[config.mk]
export PLATFORM = sky130hd
export DESIGN_NAME = riscv_biu_flat
export DESIGN_NICKNAME = d
export VERILOG_FILES = /design/src/rtl/riscv_biu_pkg.sv /design/src/rtl/riscv_biu_if.sv /design/src/rtl/riscv_biu_align.sv /design/src/rtl/riscv_biu.sv /design/src/flat_wrapper.sv
export SDC_FILE = /design/constraint.sdc
export NUM_CORES = 1
export LEC_CHECK = 0
export CAP_MARGIN = 30
export CORE_AREA = 2 2 160 162
export DETAILED_ROUTE_END_ITERATION = 10
export DIE_AREA = 0 0 162 164
export GPL_TIMING_DRIVEN = 0
export PLACE_DENSITY = 0.77
export SLEW_MARGIN = 20
export SYNTH_ARGS = -nofsm -noshare
export SYNTH_HDL_FRONTEND = slang
export SYNTH_SLANG_ARGS = --single-unit
[constraint.sdc]
create_clock -name clk_i -period 16.9 [get_ports clk_i]
set_clock_uncertainty 0.05 [all_clocks]
set_input_delay 2.535 -clock clk_i [delete_from_list [all_inputs] [get_ports clk_i]]
set_output_delay 2.535 -clock clk_i [all_outputs]
set_load 0.03 [all_outputs]
[src/rtl/riscv_biu_pkg.sv]
`default_nettype none
// ======================================================================
// riscv_biu_pkg : shared AHB-Lite codes, BIU state enum and helpers. Rev 1.0
// ======================================================================
package riscv_biu_pkg;

   typedef enum logic [1:0] {
      HTRANS_IDLE   = 2'b00,
      HTRANS_BUSY   = 2'b01,
      HTRANS_NONSEQ = 2'b10,
      HTRANS_SEQ    = 2'b11
   } htrans_t;

   typedef enum logic [2:0] {
      HBURST_SINGLE = 3'b000,
      HBURST_INCR   = 3'b001,
      HBURST_WRAP4  = 3'b010,
      HBURST_INCR4  = 3'b011,
      HBURST_WRAP8  = 3'b100,
      HBURST_INCR8  = 3'b101,
      HBURST_WRAP16 = 3'b110,
      HBURST_INCR16 = 3'b111
   } hburst_t;

   typedef enum logic [2:0] {
      HSIZE_BYTE  = 3'b000,
      HSIZE_HWORD = 3'b001,
      HSIZE_WORD  = 3'b010,
      HSIZE_DWORD = 3'b011
   } hsize_t;

   typedef enum logic {
      HRESP_OKAY  = 1'b0,
      HRESP_ERROR = 1'b1
   } hresp_t;

   typedef enum logic [1:0] {
      ST_IDLE = 2'b00,
      ST_ADDR = 2'b01,
      ST_DATA = 2'b10,
      ST_ERR  = 2'b11
   } state_t;

   // Low address bits that must be zero for a transfer of the given size.
   function automatic logic [2:0] size_mask(input logic [2:0] size);
      case (size)
         3'd0:    size_mask = 3'b000;
         3'd1:    size_mask = 3'b001;
         3'd2:    size_mask = 3'b011;
         default: size_mask = 3'b111;
      endcase
   endfunction

   function automatic int tmo_width(input int timeout);
      int w;
      w = $clog2(timeout + 1);
      if (w < 8)  w = 8;
      if (w > 16) w = 16;
      return w;
   endfunction

endpackage
`default_nettype wire

[src/rtl/riscv_biu_if.sv]
`default_nettype none
// ======================================================================
// riscv_biu_if : AHB-Lite master/slave signal bundle. Rev 1.0
// ======================================================================
interface riscv_biu_if #(
   parameter int XLEN = 64,
   parameter int PLEN = 64
);
   logic            HSEL;
   logic [1:0]      HTRANS;
   logic [PLEN-1:0] HADDR;
   logic            HWRITE;
   logic [2:0]      HSIZE;
   logic [2:0]      HBURST;
   logic [3:0]      HPROT;
   logic            HMASTLOCK;
   logic [XLEN-1:0] HWDATA;
   logic [XLEN-1:0] HRDATA;
   logic            HREADY;
   logic            HRESP;

   modport master (
      output HSEL, HTRANS, HADDR, HWRITE, HSIZE, HBURST, HPROT, HMASTLOCK, HWDATA,
      input  HRDATA, HREADY, HRESP
   );

   modport slave (
      input  HSEL, HTRANS, HADDR, HWRITE, HSIZE, HBURST, HPROT, HMASTLOCK, HWDATA,
      output HRDATA, HREADY, HRESP
   );
endinterface
`default_nettype wire

[src/rtl/riscv_biu_align.sv]
`default_nettype none
// ======================================================================
// riscv_biu_align : combinational size/address misalignment check. Rev 1.0
// ======================================================================
module riscv_biu_align
   import riscv_biu_pkg::*;
#(
   parameter int XLEN = 64
) (
   input  wire [2:0] padr_i,
   input  wire [2:0] psize_i,
   output logic      misaligned_o
);
   localparam logic [2:0] MAX_SIZE = 3'($clog2(XLEN / 8));

   always_comb begin
      misaligned_o = (psize_i > MAX_SIZE) || ((padr_i & size_mask(psize_i)) != 3'b000);
   end
endmodule
`default_nettype wire

[src/rtl/riscv_biu.sv]
`default_nettype none
// ======================================================================
// riscv_biu : MMU-to-AHB-Lite single-transfer master; RISCV_BIU_TIMEOUT_EN adds a wait-state abort. Rev 1.0
// ======================================================================
module riscv_biu
   import riscv_biu_pkg::*;
#(
   parameter int XLEN    = 64,
   parameter int PLEN    = 64,
   parameter int TIMEOUT = 255
) (
   input  wire              clk_i,
   input  wire              rst_i,
   input  wire              clr_i,
   input  wire              preq_i,
   input  wire [PLEN-1:0]   padr_i,
   input  wire [2:0]        psize_i,
   input  wire              plock_i,
   input  wire [2:0]        pprot_i,
   input  wire              pwe_i,
   input  wire [XLEN-1:0]   pd_i,
   output logic [XLEN-1:0]  pq_o,
   output logic             pack_o,
   output logic             perr_o,
   riscv_biu_if.master      ahb
);
   state_t          state_q;
   htrans_t         htrans_q;
   logic            hsel_q;
   logic [PLEN-1:0] haddr_q;
   logic            hwrite_q;
   logic [2:0]      hsize_q;
   logic [3:0]      hprot_q;
   logic            hmastlock_q;
   logic [XLEN-1:0] hwdata_q;
   logic [XLEN-1:0] wdata_q;
   logic [XLEN-1:0] pq_q;
   logic            pack_q;
   logic            perr_q;
   logic            clr_q;
   logic            misaligned;
   logic            suppress;
   logic            timeout;

   riscv_biu_align #(.XLEN(XLEN)) u_align (
      .padr_i       (padr_i[2:0]),
      .psize_i      (psize_i),
      .misaligned_o (misaligned)
   );

   // A clear seen at any point of an in-flight transfer silences its termination pulse.
   assign suppress = clr_i | clr_q;

`ifdef RISCV_BIU_TIMEOUT_EN
   localparam int CNT_W = tmo_width(TIMEOUT);
   logic [CNT_W-1:0] tmo_cnt_q;
   logic             tmo_stay;

   assign timeout  = ((state_q == ST_DATA) || (state_q == ST_ERR)) && !ahb.HREADY &&
                     (tmo_cnt_q == CNT_W'(TIMEOUT - 1));
   assign tmo_stay = !ahb.HREADY && !timeout &&
                     ((state_q == ST_ERR) || ((state_q == ST_DATA) && (ahb.HRESP == HRESP_OKAY)));
`else
   assign timeout = 1'b0;
`endif

   always_ff @(posedge clk_i or posedge rst_i) begin
      if (rst_i) begin
         state_q     <= ST_IDLE;
         htrans_q    <= HTRANS_IDLE;
         hsel_q      <= 1'b0;
         haddr_q     <= '0;
         hwrite_q    <= 1'b0;
         hsize_q     <= 3'b000;
         hprot_q     <= 4'b0000;
         hmastlock_q <= 1'b0;
         hwdata_q    <= '0;
         wdata_q     <= '0;
         pq_q        <= '0;
         pack_q      <= 1'b0;
         perr_q      <= 1'b0;
         clr_q       <= 1'b0;
`ifdef RISCV_BIU_TIMEOUT_EN
         tmo_cnt_q   <= '0;
`endif
      end else begin
         pack_q <= 1'b0;
         perr_q <= 1'b0;
`ifdef RISCV_BIU_TIMEOUT_EN
         tmo_cnt_q <= tmo_stay ? tmo_cnt_q + 1'b1 : '0;
`endif
         case (state_q)
            ST_IDLE: begin
               clr_q <= 1'b0;
               // The pulse holdoff keeps a request still held during its own ack from re-issuing.
               if (preq_i && !clr_i && !pack_q && !perr_q) begin
                  if (misaligned) begin
                     perr_q <= 1'b1;
                  end else begin
                     state_q     <= ST_ADDR;
                     htrans_q    <= HTRANS_NONSEQ;
                     hsel_q      <= 1'b1;
                     haddr_q     <= padr_i;
                     hwrite_q    <= pwe_i;
                     hsize_q     <= psize_i;
                     hprot_q     <= {pprot_i[2], 1'b0, pprot_i[1], pprot_i[0]};
                     hmastlock_q <= plock_i;
                     wdata_q     <= pd_i;
                  end
               end
            end
            ST_ADDR: begin
               if (clr_i) clr_q <= 1'b1;
               if (ahb.HREADY) begin
                  state_q     <= ST_DATA;
                  htrans_q    <= HTRANS_IDLE;
                  hmastlock_q <= 1'b0;
                  hwdata_q    <= wdata_q;
               end
            end
            ST_DATA: begin
               if (clr_i) clr_q <= 1'b1;
               if (ahb.HREADY) begin
                  state_q <= ST_IDLE;
                  hsel_q  <= 1'b0;
                  if (ahb.HRESP == HRESP_OKAY) begin
                     if (!hwrite_q) pq_q <= ahb.HRDATA;
                     pack_q <= !suppress;
                  end else begin
                     perr_q <= !suppress;
                  end
               end else if (ahb.HRESP == HRESP_ERROR) begin
                  state_q <= ST_ERR;
               end else if (timeout) begin
                  state_q <= ST_IDLE;
                  hsel_q  <= 1'b0;
                  perr_q  <= !suppress;
               end
            end
            default: begin
               if (clr_i) clr_q <= 1'b1;
               if (ahb.HREADY || timeout) begin
                  state_q <= ST_IDLE;
                  hsel_q  <= 1'b0;
                  perr_q  <= !suppress;
               end
            end
         endcase
      end
   end

   assign ahb.HSEL      = hsel_q;
   assign ahb.HTRANS    = htrans_q;
   assign ahb.HADDR     = haddr_q;
   assign ahb.HWRITE    = hwrite_q;
   assign ahb.HSIZE     = hsize_q;
   assign ahb.HBURST    = HBURST_SINGLE;
   assign ahb.HPROT     = hprot_q;
   assign ahb.HMASTLOCK = hmastlock_q;
   assign ahb.HWDATA    = hwdata_q;
   assign pq_o          = pq_q;
   assign pack_o        = pack_q;
   assign perr_o        = perr_q;
endmodule
`default_nettype wire

[src/flat_wrapper.sv]
// flat-port wrapper written by rule: the top's interface ports become plain ports
module riscv_biu_flat import riscv_biu_pkg::*;
#(
   parameter int XLEN    = 64,
   parameter int PLEN    = 64,
   parameter int TIMEOUT = 255
)
  (clk_i, rst_i, clr_i, preq_i, padr_i, psize_i, plock_i, pprot_i, pwe_i, pd_i, pq_o, pack_o, perr_o, ahb_HSEL, ahb_HTRANS, ahb_HADDR, ahb_HWRITE, ahb_HSIZE, ahb_HBURST, ahb_HPROT, ahb_HMASTLOCK, ahb_HWDATA, ahb_HRDATA, ahb_HREADY, ahb_HRESP);
  riscv_biu_if #(.XLEN(XLEN), .PLEN(PLEN)) ahb_i ();
  input  wire clk_i;
  input  wire rst_i;
  input  wire clr_i;
  input  wire preq_i;
  input  wire [PLEN-1:0] padr_i;
  input  wire [2:0] psize_i;
  input  wire plock_i;
  input  wire [2:0] pprot_i;
  input  wire pwe_i;
  input  wire [XLEN-1:0] pd_i;
  output logic [XLEN-1:0] pq_o;
  output logic pack_o;
  output logic perr_o;
  output wire logic [$bits(ahb_i.HSEL)-1:0] ahb_HSEL;
  output wire logic [$bits(ahb_i.HTRANS)-1:0] ahb_HTRANS;
  output wire logic [$bits(ahb_i.HADDR)-1:0] ahb_HADDR;
  output wire logic [$bits(ahb_i.HWRITE)-1:0] ahb_HWRITE;
  output wire logic [$bits(ahb_i.HSIZE)-1:0] ahb_HSIZE;
  output wire logic [$bits(ahb_i.HBURST)-1:0] ahb_HBURST;
  output wire logic [$bits(ahb_i.HPROT)-1:0] ahb_HPROT;
  output wire logic [$bits(ahb_i.HMASTLOCK)-1:0] ahb_HMASTLOCK;
  output wire logic [$bits(ahb_i.HWDATA)-1:0] ahb_HWDATA;
  input wire logic [$bits(ahb_i.HRDATA)-1:0] ahb_HRDATA;
  input wire logic [$bits(ahb_i.HREADY)-1:0] ahb_HREADY;
  input wire logic [$bits(ahb_i.HRESP)-1:0] ahb_HRESP;
  assign ahb_HSEL = ahb_i.HSEL;
  assign ahb_HTRANS = ahb_i.HTRANS;
  assign ahb_HADDR = ahb_i.HADDR;
  assign ahb_HWRITE = ahb_i.HWRITE;
  assign ahb_HSIZE = ahb_i.HSIZE;
  assign ahb_HBURST = ahb_i.HBURST;
  assign ahb_HPROT = ahb_i.HPROT;
  assign ahb_HMASTLOCK = ahb_i.HMASTLOCK;
  assign ahb_HWDATA = ahb_i.HWDATA;
  assign ahb_i.HRDATA = ahb_HRDATA;
  assign ahb_i.HREADY = ahb_HREADY;
  assign ahb_i.HRESP = ahb_HRESP;
  riscv_biu #(.XLEN(XLEN), .PLEN(PLEN), .TIMEOUT(TIMEOUT)) u_core (.clk_i(clk_i), .rst_i(rst_i), .clr_i(clr_i), .preq_i(preq_i), .padr_i(padr_i), .psize_i(psize_i), .plock_i(plock_i), .pprot_i(pprot_i), .pwe_i(pwe_i), .pd_i(pd_i), .pq_o(pq_o), .pack_o(pack_o), .perr_o(perr_o), .ahb(ahb_i));
endmodule
**Yosys cells after proc, flatten, opt, wreduce, memory -nomap -nowiden**

Cells that the tools add are included.

- Input port bits: 206
- Word-level logic and storage cells: 79
- Register bits: 272

- Bitwise gates (word level): 6
- Eq/ne operators: 8
- Reduce and logical (&&, ||, !) cells: 21
- $lt $le $gt $ge: 1
- Muxes and demuxes: 29

Operator list:

| operator | number |
|---|---|
| 2-bit two-way mux | 8 |
| 1-bit two-way mux | 15 |
| 4-bit AND reduction | 3 |
| 3-bit one-hot mux with 3 select lines | 1 |
| 2-bit one-hot mux with 3 select lines | 1 |
| 2-bit nonzero test | 3 |
| 3-bit nonzero test | 2 |
| 5-bit AND reduction | 1 |
| 1-bit zero test | 4 |
| 2-bit != test (second input constant) | 2 |
| 1-bit NOT | 4 |
| 1-bit one-hot mux with 2 select lines | 2 |
| 2-bit one-hot mux with 2 select lines | 1 |
| 3-bit bitwise AND | 1 |
| 3-bit by 1-bit == test with 1-bit output (second input constant) | 1 |
| 3-bit by 2-bit == test with 1-bit output (second input constant) | 1 |
| 3-bit by 2-bit > comparator with 1-bit output (second input constant) | 1 |
| 1-bit logical AND | 3 |
| 3-bit zero test | 1 |
| 3-bit != test (second input constant) | 1 |
| 1-bit one-hot mux with 3 select lines | 1 |
| 3-bit AND reduction | 1 |
| 2-bit by 1-bit == test with 1-bit output (second input constant) | 1 |
| 2-bit == test (second input constant) | 1 |
| 5 further kinds | 5 |

**Logic depth before layout (Yosys ltp)**

Gate-level depths: netlist (run 1).

- Word-level depth: 8
- Gate-level depth with buffers: 6
- Mapped depth without buffers: 4

**Cells and area by module**

A second synthesis (run 1) with hierarchy kept.

- Cell total of the unflattened synthesis: 598
- Area total of the unflattened synthesis: 10561.4 µm²

By module, submodules not included:

| module | instances | cells an instance | area an instance (µm²) | seq. area each (µm²) |
|---|---|---|---|---|
| riscv_biu | 1 | 595 | 10537.6 | 6781.5 |
| riscv_biu_align | 1 | 3 | 23.8 | 0.0 |

**Worst setup path after synthesis (run 1)**

OpenSTA, ideal clock, no wires.

- Path type: input to register
- Start: input port padr_i[2]
- End: register u_core.haddr_q[0], in the netlist u_core.ahb.HADDR[0]
- Stages on the path: 6
- Path buffers: 2
- Data required time: 16.722 ns
- Data arrival time: 3.732 ns
- Slack: 12.991 ns
- Cells stage by stage: a21o_1 a211oi_2 nand4b_1 buf_4 buf_6 mux2_1

- Cells in the longest elaborated chain, start to end: 5

RTL lines:

| what | line | RTL |
|---|---|---|
| start: declaration | flat_wrapper.sv:14 | `input wire [PLEN-1:0] padr_i;` |
| 3-bit bitwise AND | riscv_biu_align.sv:17 | `misaligned_o = (psize_i > MAX_SIZE) \|\| ((padr_i & size_mask(psize_i)) != 3'b000);` |
| 3-bit nonzero test | riscv_biu_align.sv:17 |  |
| 1-bit logical OR | riscv_biu_align.sv:17 |  |
| 1-bit NOT (no source line) | n/a |  |
| 3-bit AND reduction (no source line) | n/a |  |
| end signal: assignment | riscv_biu.sv:103 | `haddr_q <= padr_i;` |
| end: declaration | riscv_biu.sv:30 | `logic [PLEN-1:0] haddr_q;` |

No other way between the ends.
A chain may end at the register's enable or synchronous reset.

**Worst setup path in the final report (run 1)**

- Start: register u_core.hwrite_q, in the netlist u_core.ahb.HWRITE
- End: output port ahb_HWRITE

RTL lines:

| what | line | RTL |
|---|---|---|
| start: declaration | riscv_biu.sv:31 | `logic hwrite_q;` |
| start signal: assignment | riscv_biu.sv:104 | `hwrite_q <= pwe_i;` |
| end: declaration | flat_wrapper.sv:26 | `output wire logic [$bits(ahb_i.HWRITE)-1:0] ahb_HWRITE;` |

No word-level cell between the ends.

==> qor.txt, run 1 <==
IO buf count = 409
Worst setup margin = 12.59 ns
Post_cts resized = 0
TNS Setup = 0 ns
Full die area = 0.0266 sq mm
Flops & latches, synth = 271
Distinct cell type count after synthesis = 26
Die Wd = 162 um
Initial drt markers = 173
LEAKAGE = 0.00694 uW
Synthesis-to-layout area growth = 54.4%
Vias in the first global route = 7009
Status = finished clean
Num CTS Buffers = 30
CTS H-tree depth = 1
CTS clk-pin slew, worst paths = 0.06 ns
Syn Inst Count = 597
Row count = 58
Synth warn = 0
Critical path endpoint category = output pin
Drt pass-1 iters = 4
Number of buffers and inverters on the critical path = 1
Slew headroom = 0.609
Sequential element share of the synthesized area = 0.663
Drt total wl = 26.5 mm
Clock Tree Buf Depth = 3
Clk sinks = 271
Final Setup Violations = 0
Flop pwr share = 0.359
Fillers = 1891
Worst skew pair latency = 0.54 ns
GRT Total Usage = 0.194
Final Hold Vio Count = 0
Critical path launch point type = register
Initial antenna violation count = 1
Max-Cap Viols = 0
CP required = 14.32 ns
Total power draw = 2950 uW
Hold bufs inserted after CTS = 0
# IOs = 415
Fmax = 232 MHz
Layout cells sized above 1 = 0.228
Pin count of the biggest net entering global routing = 103
CP Class = reg -> out
Internal Power = 1890 uW
Comb pwr share = 0.427
Hold Path Class = reg -> reg
Clk pwr share = 0.214
Critical Path AT = 1.73 ns
Root Buffer = clkbuf_16
Post-Syn Area = 0.0102 sq mm
Vias after detailed routing = 6610
Die Y = 164 um
Pre-CTS setup slack = 12.01 ns
Core area = 0.0248 sq mm
CTS tree = built
Grt total ovfl = 0
Worst Tran Pin Value = 0.582 ns
RePlAce Congestion = 0.806
Vias per std cell = 4.72
Peak supply drop = 0.107 mV
ANT nets after route = 0
Slew Limit Fails = 0
Sw Ratio = 0.360
DR WL/cell = 18.9 um
Pwr dens = 187 mW/mm^2
Switching power = 1060 uW
Global-route wire length before repair = 40.0 mm
Setup bufs post-CTS = 0
CP peak stage delay = 0.76 ns
CP delay by family, top = buffers and inverters
RSZ-0062 raised after global routing = no
Final Cycle Share = 0.255
Initial Util = 0.412
Crit Path Max Fanout = 3
Slowest CP cell = clkdlybuf4s50_1
Min Tclk post-route = 4.31 ns
Post-DP HPWL = 19.9 mm
Nets = 1251
Worst-path cell chain = clkdlybuf4s50_1
Mean post-synth cell area = 17.1 sq um
DR DRC count = 0
==> through the flow <==
stage | area (sq um) | utilization | hold WS, ns | cells
finish | 15800 | 0.636 | 0.434 | 1400
global route | 15800 | 0.636 | 0.450 | 1398
CTS | 15800 | 0.636 | 0.438 | 1397
detailed placement | 14800 | 0.597 | 0.425 | 1342
global placement | 14800 | 0.594 | 0.410 | 1340
floorplan | 10200 | - | 0.400 | 601
==> worst paths after layout <==
path | startpoint | slack [ns] | to | cells after the start
worst max-delay path | u_core.ahb.HWRITE | 12.59 | ahb_HWRITE | 1
worst min-delay path | u_core.pq_o[23] | 0.43 | u_core.pq_o[23] | 1
worst max register to register | u_core.state_q[0] | 14.84 | u_core.ahb.HADDR[7] | 6
worst min register to register | u_core.pq_o[23] | 0.43 | u_core.pq_o[23] | 1
max in group asynchronous | rst_i | 13.46 | u_core.pq_o[26] | 3
min in group asynchronous | rst_i | 2.42 | u_core.ahb.HADDR[43] | 2
==> cell usage in the layout (no fill, tap or decap), types with 3 or more instances in the layout <==
cell	Yosys	routed
buf_1	3	3
buf_2	8	8
buf_4	7	7
buf_6	16	17
clkbuf_1	0	8
clkbuf_16	0	31
clkbuf_8	0	6
clkdlybuf4s50_1	0	409
clkinv_2	0	8
conb_1	1	5
dfrtp_1	271	271
mux2_1	105	105
mux2_2	152	152
mux2_4	5	5
nand2_1	5	5
nor2_1	4	4
==> logic make-up after synthesis <==
family	share of synthesized area
simple gates	0.0117
compound gates	0.00477
flops	0.663
mux	0.291
buf+inv	0.0289
other cells	0.000367
==> metal layers <==
layer	vias up	GRT usage	wire length [um]	share of wire
li1	2999	-	-	-
met1	3285	0.218	9700	0.37
met2	268	0.338	13200	0.50
met3	58	0.0735	2670	0.10
met4	0	0.0728	910	0.034
met5	-	0	0	0
==> sequential cells by signal, indices dropped and copies added, names as in the netlist <==
| register | count |
|---|---|
| u_core.ahb.HADDR | 64 |
| u_core.ahb.HWDATA | 64 |
| u_core.pq_o | 64 |
| u_core.wdata_q | 64 |
| u_core.ahb.HPROT | 3 |
| u_core.ahb.HSIZE | 3 |
| u_core.state_q | 2 |
| u_core.ahb.HMASTLOCK | 1 |
| u_core.ahb.HSEL | 1 |
| u_core.ahb.HTRANS | 1 |
| u_core.ahb.HWRITE | 1 |
| u_core.clr_q | 1 |
| u_core.pack_o | 1 |
| u_core.perr_o | 1 |
==> Yosys cell counts <==
library cell    n  area [sq um]
buf_1           3          11.3
mux2_4          5          75.1
buf_6          16           180
mux2_1        105          1180
nor2_1          4          15.0
nand4b_1        1          8.76
mux2_2        152          1710
nand3b_1        1          7.51
nand2_2         1          6.26
nor4_4          2          42.5
mux2i_1         1          10.0
dfrtp_1       271          6780
buf_2           8          40.0
nand3_1         2          10.0
buf_4           7          52.6
nand2_1         5          18.8
conb_1          1          3.75
o21a_1          1          7.51
inv_1           3          11.3
a21oi_1         1          5.00
o22ai_1         1          6.26
a211oi_2        1          12.5
o21ai_0         2          10.0
a21o_1          1          7.51
nor3_1          1          5.00
and2_1          1          6.26
==> cell type report <==
| class | instances | area [sq um] | area share |
|---|---|---|---|
| clock inverter | 10 | 77.6 | 0.00491 |
| inverter | 3 | 18.8 | 0.00119 |
| tap | 330 | 413 | 0.0261 |
| sequential | 271 | 6780 | 0.429 |
| clock buffer | 45 | 888 | 0.0562 |
| timing repair buffer | 412 | 4160 | 0.263 |
| buffer | 34 | 284 | 0.0180 |
| antenna | 2 | 5.00 | 0.000317 |
| multi-input combinational | 293 | 3170 | 0.200 |
==> power groups by stage <==
stage | logic [uW] | registers, uW | clock network [uW]
after global placement | 1250 | 1060 | 0
final | 1260 | 1060 | 631
after detailed placement | 1270 | 1070 | 0
after global routing | 1310 | 1100 | 675
after CTS | 1270 | 1060 | 647
after floorplan | 254 | 1490 | 0
No activity file was read; power rests on OpenSTA's default activity.
==> run 2, diff against run 1 <==
CORE_AREA = default   (was 2 2 160 162)
CORE_MARGIN = 1.5   (was default)
CORE_UTILIZATION = 39   (was default)
DIE_AREA = default   (was 0 0 162 164)
PLACE_DENSITY = 0.76   (was 0.77)
clock period = 3.8 ns   (was 16.9 ns; I/O delays follow)
==> run 2 against run 1 <==
Non-clock buffer count rose by 6; worst hold slack worse by 0.016 ns; sequential power rose to 4.4 times the previous value; core utilization fell by 2.2 points; critical endpoint is now u_core.pq_o[24]; largest power group unchanged.
==> qor.txt, run 2 (synthesized netlist as in run 1, its figures left out) <==
Status = finished clean
Fmax = 435 MHz
Grt total ovfl = 0
Worst skew pair latency = 0.53 ns
Hold slack = 0.418 ns
ANT nets after route = 0
Vias per std cell = 4.69
CP delay by family, top = buffers and inverters
Initial drt markers = 235
Pin count of the biggest net entering global routing = 35
Final Cycle Share = 0.605
R2R cell count = 4
Critical path endpoint category = register
Critical Path AT = 2.66 ns
CP required = 4.16 ns
Die Y = 165 um
Hold Path Class = in -> async
Commonest non-fill, non-tap cell in the layout = clkdlybuf4s50_1
Pwr dens = 826 mW/mm^2
DR DRC count = 0
Post-DP HPWL = 19.9 mm
IO buf count = 409
Drt total wl = 26.0 mm
Clock Tree Buf Depth = 3
Full die area = 0.0272 sq mm
CP Class = in -> reg
CP peak stage delay = 0.70 ns
Layout cells sized above 1 = 0.227
Setup bufs post-CTS = 0
Peak supply drop = 0.500 mV
Num CTS Buffers = 29
Slowest CP cell = nor4_4
Hold bufs inserted after CTS = 0
Max-Cap Viols = 0
DR WL/cell = 18.5 um
Drt pass-1 iters = 4
Slew headroom = 0.392
Row count = 59
Most frequent cells in the layout = clkdlybuf4s50_1, dfrtp_1, mux2_2, mux2_1, clkbuf_16
# IOs = 415
Initial Util = 0.395
Initial antenna violation count = 1
Root Buffer = clkbuf_16
Final Setup Violations = 0
Worst Tran Pin Value = 0.905 ns
RSZ-0062 raised after global routing = no
GRT Total Usage = 0.187
Clk sinks = 271
Total power draw = 13200 uW
LEAKAGE = 0.00698 uW
CTS H-tree depth = 1
CTS tree = built
Nets = 1256
Vias after detailed routing = 6595
Post_cts resized = 0
CTS clk-pin slew, worst paths = 0.06 ns
Final Hold Vio Count = 0
Core area = 0.0259 sq mm
Worst-path cell chain = clkdlybuf4s50_1 > nand2_2 > nor4_4 > buf_4 > mux2_2
Crit Path Max Fanout = 10
Min Tclk post-route = 2.30 ns
Global-route wire length before repair = 39.0 mm
Stages on worst setup path = 5
Vias in the first global route = 7004
Number of buffers and inverters on the critical path = 2
Critical path launch point type = input port
RePlAce Congestion = 0.782
Synthesis-to-layout area growth = 55.6%
Die Wd = 165 um
Slew Limit Fails = 0
-- run 2: cell count changes in the layout (fill, tap and decap cells not counted), sizes merged --
cell	change
buf	+6
bufinv	+2
clkbuf	+2
clkinv	-7
diode	-1
inv	-1
-- run 2: cell type report --
cell class                 count  area, sq um
clock inverter                 4         95.1
sequential                   271         6780
fill                        1992         9990
clock buffer                  47          873
antenna                        1         2.50
timing repair buffer         418         4280
inverter                       3         15.0
buffer                        34          284
tap                          335          419
multi-input combinational    293         3170
-- run 2: path summary, 6_finish.rpt --
check / from / end / slack [ns]
worst max-delay path: ahb_HREADY / u_core.pq_o[24] / 1.50
worst min-delay path: rst_i / u_core.pq_o[34] / 0.42
worst max register to register: u_core.state_q[0] / u_core.pq_o[24] / 1.58
worst min register to register: u_core.ahb.HSEL / u_core.ahb.HSEL / 0.43
max in group asynchronous: rst_i / u_core.ahb.HADDR[27] / 2.26
min in group clk_i: u_core.ahb.HSEL / u_core.ahb.HSEL / 0.43
-- run 2: per-layer routing --
layer	vias to the layer above	track usage	share of wire
met5	-	0	0.00050
met1	3287	0.213	0.37
li1	3001	-	-
met2	245	0.330	0.51
met3	60	0.0595	0.088
met4	2	0.0672	0.031
-- run 2: through the flow --
step | setup slack, ns | util | cell area (sq um) | std cells | setup TNS (ns)
floorplan | -0.401 | - | 10200 | 601 | -108.79
global placement | -2.43 | 0.570 | 14800 | 1345 | -653.59
detailed placement | 0.946 | 0.577 | 14900 | 1354 | 0
CTS | 1.48 | 0.614 | 15900 | 1405 | 0
global route | 1.43 | 0.614 | 15900 | 1405 | 0
finish | 1.50 | 0.614 | 15900 | 1406 | 0
-- run 2: report_power, final --
group | switching (uW) | total [uW] | internal (uW)
Sequential | 592 | 4710 | 4120
Clock | 1090 | 2840 | 1760
Combinational | 2980 | 5590 | 2620
Total | 4660 | 13200 | 8490
-- run 2: worst register-to-register path, stage by stage, from the launching register on --
cell and delay [ns]:
dfrtp_1 0.36, buf_2 0.18, nor4_4 0.83, buf_4 0.33
mux2_2 0.36
==> run 3, diff against run 2 <==
clock period = 2 ns   (was 3.8 ns; I/O delays follow)
==> run 3 against run 2 <==
Power grew 90%; critical path depth fell by 4; core utilization up 0.44 points; worst hold slack lost 0.26 ns; register-to-register slack got worse by 1.5 ns; count of clock-buffer cells in the layout is the same; first-iteration DRC count stayed put; critical path type is now reg -> out; largest power group unchanged.
==> qor.txt, run 3 (synthesized netlist as in run 1, its figures left out) <==
Internal Power = 16100 uW
DR DRC count = 0
Slew Limit Fails = 0
CP Class = reg -> out
FF-to-FF setup slack = 0.09 ns
Initial drt markers = 235
Peak supply drop = 0.948 mV
Die Y = 165 um
GRT Total Usage = 0.188
Hold Path Class = in -> async
Global-route wire length before repair = 39.1 mm
CTS clk-pin slew, worst paths = 0.06 ns
TNS Setup = 0 ns
Commonest non-fill, non-tap cell in the layout = clkdlybuf4s50_1
Slowest CP cell = clkdlybuf4s50_1
RSZ-0062 raised after global routing = no
CP peak stage delay = 0.74 ns
Drt pass-1 iters = 4
Fmax = 511 MHz
Synthesis-to-layout area growth = 56.8%
Status = finished clean
Comb pwr share = 0.425
Pin count of the biggest net entering global routing = 35
Min Tclk post-route = 1.96 ns
Flop pwr share = 0.358
Final Setup Violations = 0
Vias after detailed routing = 6616
CP required = 1.65 ns
Max-Cap Viols = 0
Cell area after placement = 0.0149 sq mm
ANT nets after route = 0
Final Hold Vio Count = 0
Switching power = 8860 uW
Worst Tran Pin Value = 0.609 ns
Nets = 1262
Root Buffer = clkbuf_16
Critical Path AT = 1.61 ns
Row count = 59
CTS H-tree depth = 1
Clock Tree Buf Depth = 3
Reg-to-reg endpoint = u_core.wdata_q[26]
R2R cell count = 6
Hold slack = 0.154 ns
Fillers = 1985
RePlAce Congestion = 0.782
Initial antenna violation count = 1
Worst-path cell chain = clkdlybuf4s50_1
Most frequent cells in the layout = clkdlybuf4s50_1, dfrtp_1, mux2_2, mux2_1, clkbuf_16
DR WL/cell = 18.6 um
Num CTS Buffers = 29
Post-DP HPWL = 19.9 mm
Full die area = 0.0272 sq mm
Pwr dens = 1560 mW/mm^2
Clk sinks = 271
Drt total wl = 26.3 mm
Fin area = 0.0160 sq mm
Initial Util = 0.395
Critical path endpoint category = output pin
Critical path launch point type = register
Vias in the first global route = 7012
LEAKAGE = 0.00720 uW
Slew headroom = 0.593
Core area = 0.0259 sq mm
Grt total ovfl = 0
Number of buffers and inverters on the critical path = 1
Worst skew pair latency = 0.53 ns
Final Cycle Share = 0.978
Clk pwr share = 0.217
IO buf count = 409
RR Startpoint = u_core.state_q[1]
Sw Ratio = 0.355
CTS tree = built
# IOs = 415
Layout cells sized above 1 = 0.232
Vias per std cell = 4.69
Hold bufs inserted after CTS = 0
Crit Path Max Fanout = 2
Die Wd = 165 um
CP delay by family, top = buffers and inverters
run 3: cell types whose count changed in the layout (fill, tap and decap cells not counted), moves of 4 or more:
| cell | change |
|---|---|
| buf_4 | +4 |
| dlygate4sd2_1 | +6 |
| buf_2 | -6 |
| clkdlybuf4s50_1 | -17 |
| dlymetal6s2s_1 | +11 |
| clkbuf_4 | +5 |
run 3: worst max-delay path by stage:
stage / start / to / slack, ns / cells after the start
floorplan: rst_i / u_core.ahb.HADDR[0] / -1.93 / 1
CTS: u_core.pq_o[58] / pq_o[58] / 0.0003 / 1
finish: u_core.ahb.HADDR[63] / ahb_HADDR[63] / 0.04 / 1
detailed placement: ahb_HREADY / u_core.pq_o[29] / -0.58 / 5
global placement: rst_i / u_core.wdata_q[22] / -3.96 / 2
global route: u_core.pq_o[54] / pq_o[54] / 0.0005 / 1
run 3: layout make-up:
type / instances / area [sq um] / area share
Multi-Input combinational cell: 293 / 3170 / 0.198
Inverter: 3 / 15.0 / 0.000936
Clock buffer: 47 / 873 / 0.0545
Antenna cell: 1 / 2.50 / 0.000156
Clock inverter: 4 / 95.1 / 0.00593
Sequential cell: 271 / 6780 / 0.423
Tap cell: 335 / 419 / 0.0261
Timing Repair Buffer: 424 / 4360 / 0.272
Buffer: 34 / 317 / 0.0197
run 3: per-stage QoR:
stage | util | instances | power [uW] | setup WS (ns)
after floorplan | - | 601 | 14700 | -1.93
after global placement | 0.570 | 1345 | 19500 | -3.96
after detailed placement | 0.577 | 1354 | 19800 | -0.584
after CTS | 0.615 | 1409 | 25300 | 0.000309
after global routing | 0.619 | 1411 | 26100 | 0.000487
final | 0.619 | 1412 | 25000 | 0.0436
run 3: power by group through the flow:
stage / Clock (uW) / Sequential (uW) / Combinational (uW)
after floorplan: 0 / 12600 / 2140
after global placement: 0 / 8940 / 10600
after detailed placement: 0 / 9060 / 10700
after CTS: 5580 / 8970 / 10700
after global routing: 5760 / 9280 / 11100
final: 5410 / 8950 / 10600
run 3: layer usage:
layer,track usage,up-vias,wire length (um)
li1,-,3021,-
met1,0.214,3295,9790
met2,0.333,245,13600
met3,0.0593,53,2250
met4,0.0631,2,654
met5,0,-,13
run 3: repair_timing:
action / in CTS / in global routing
cloned: 0 / 1
pin swaps: 2 / 2
hold endpoints to repair: 0 / 0
setup buffers: 4 / 1
endpoints found under the setup margin: 172 / 163
gates resized for setup: 8 / 20
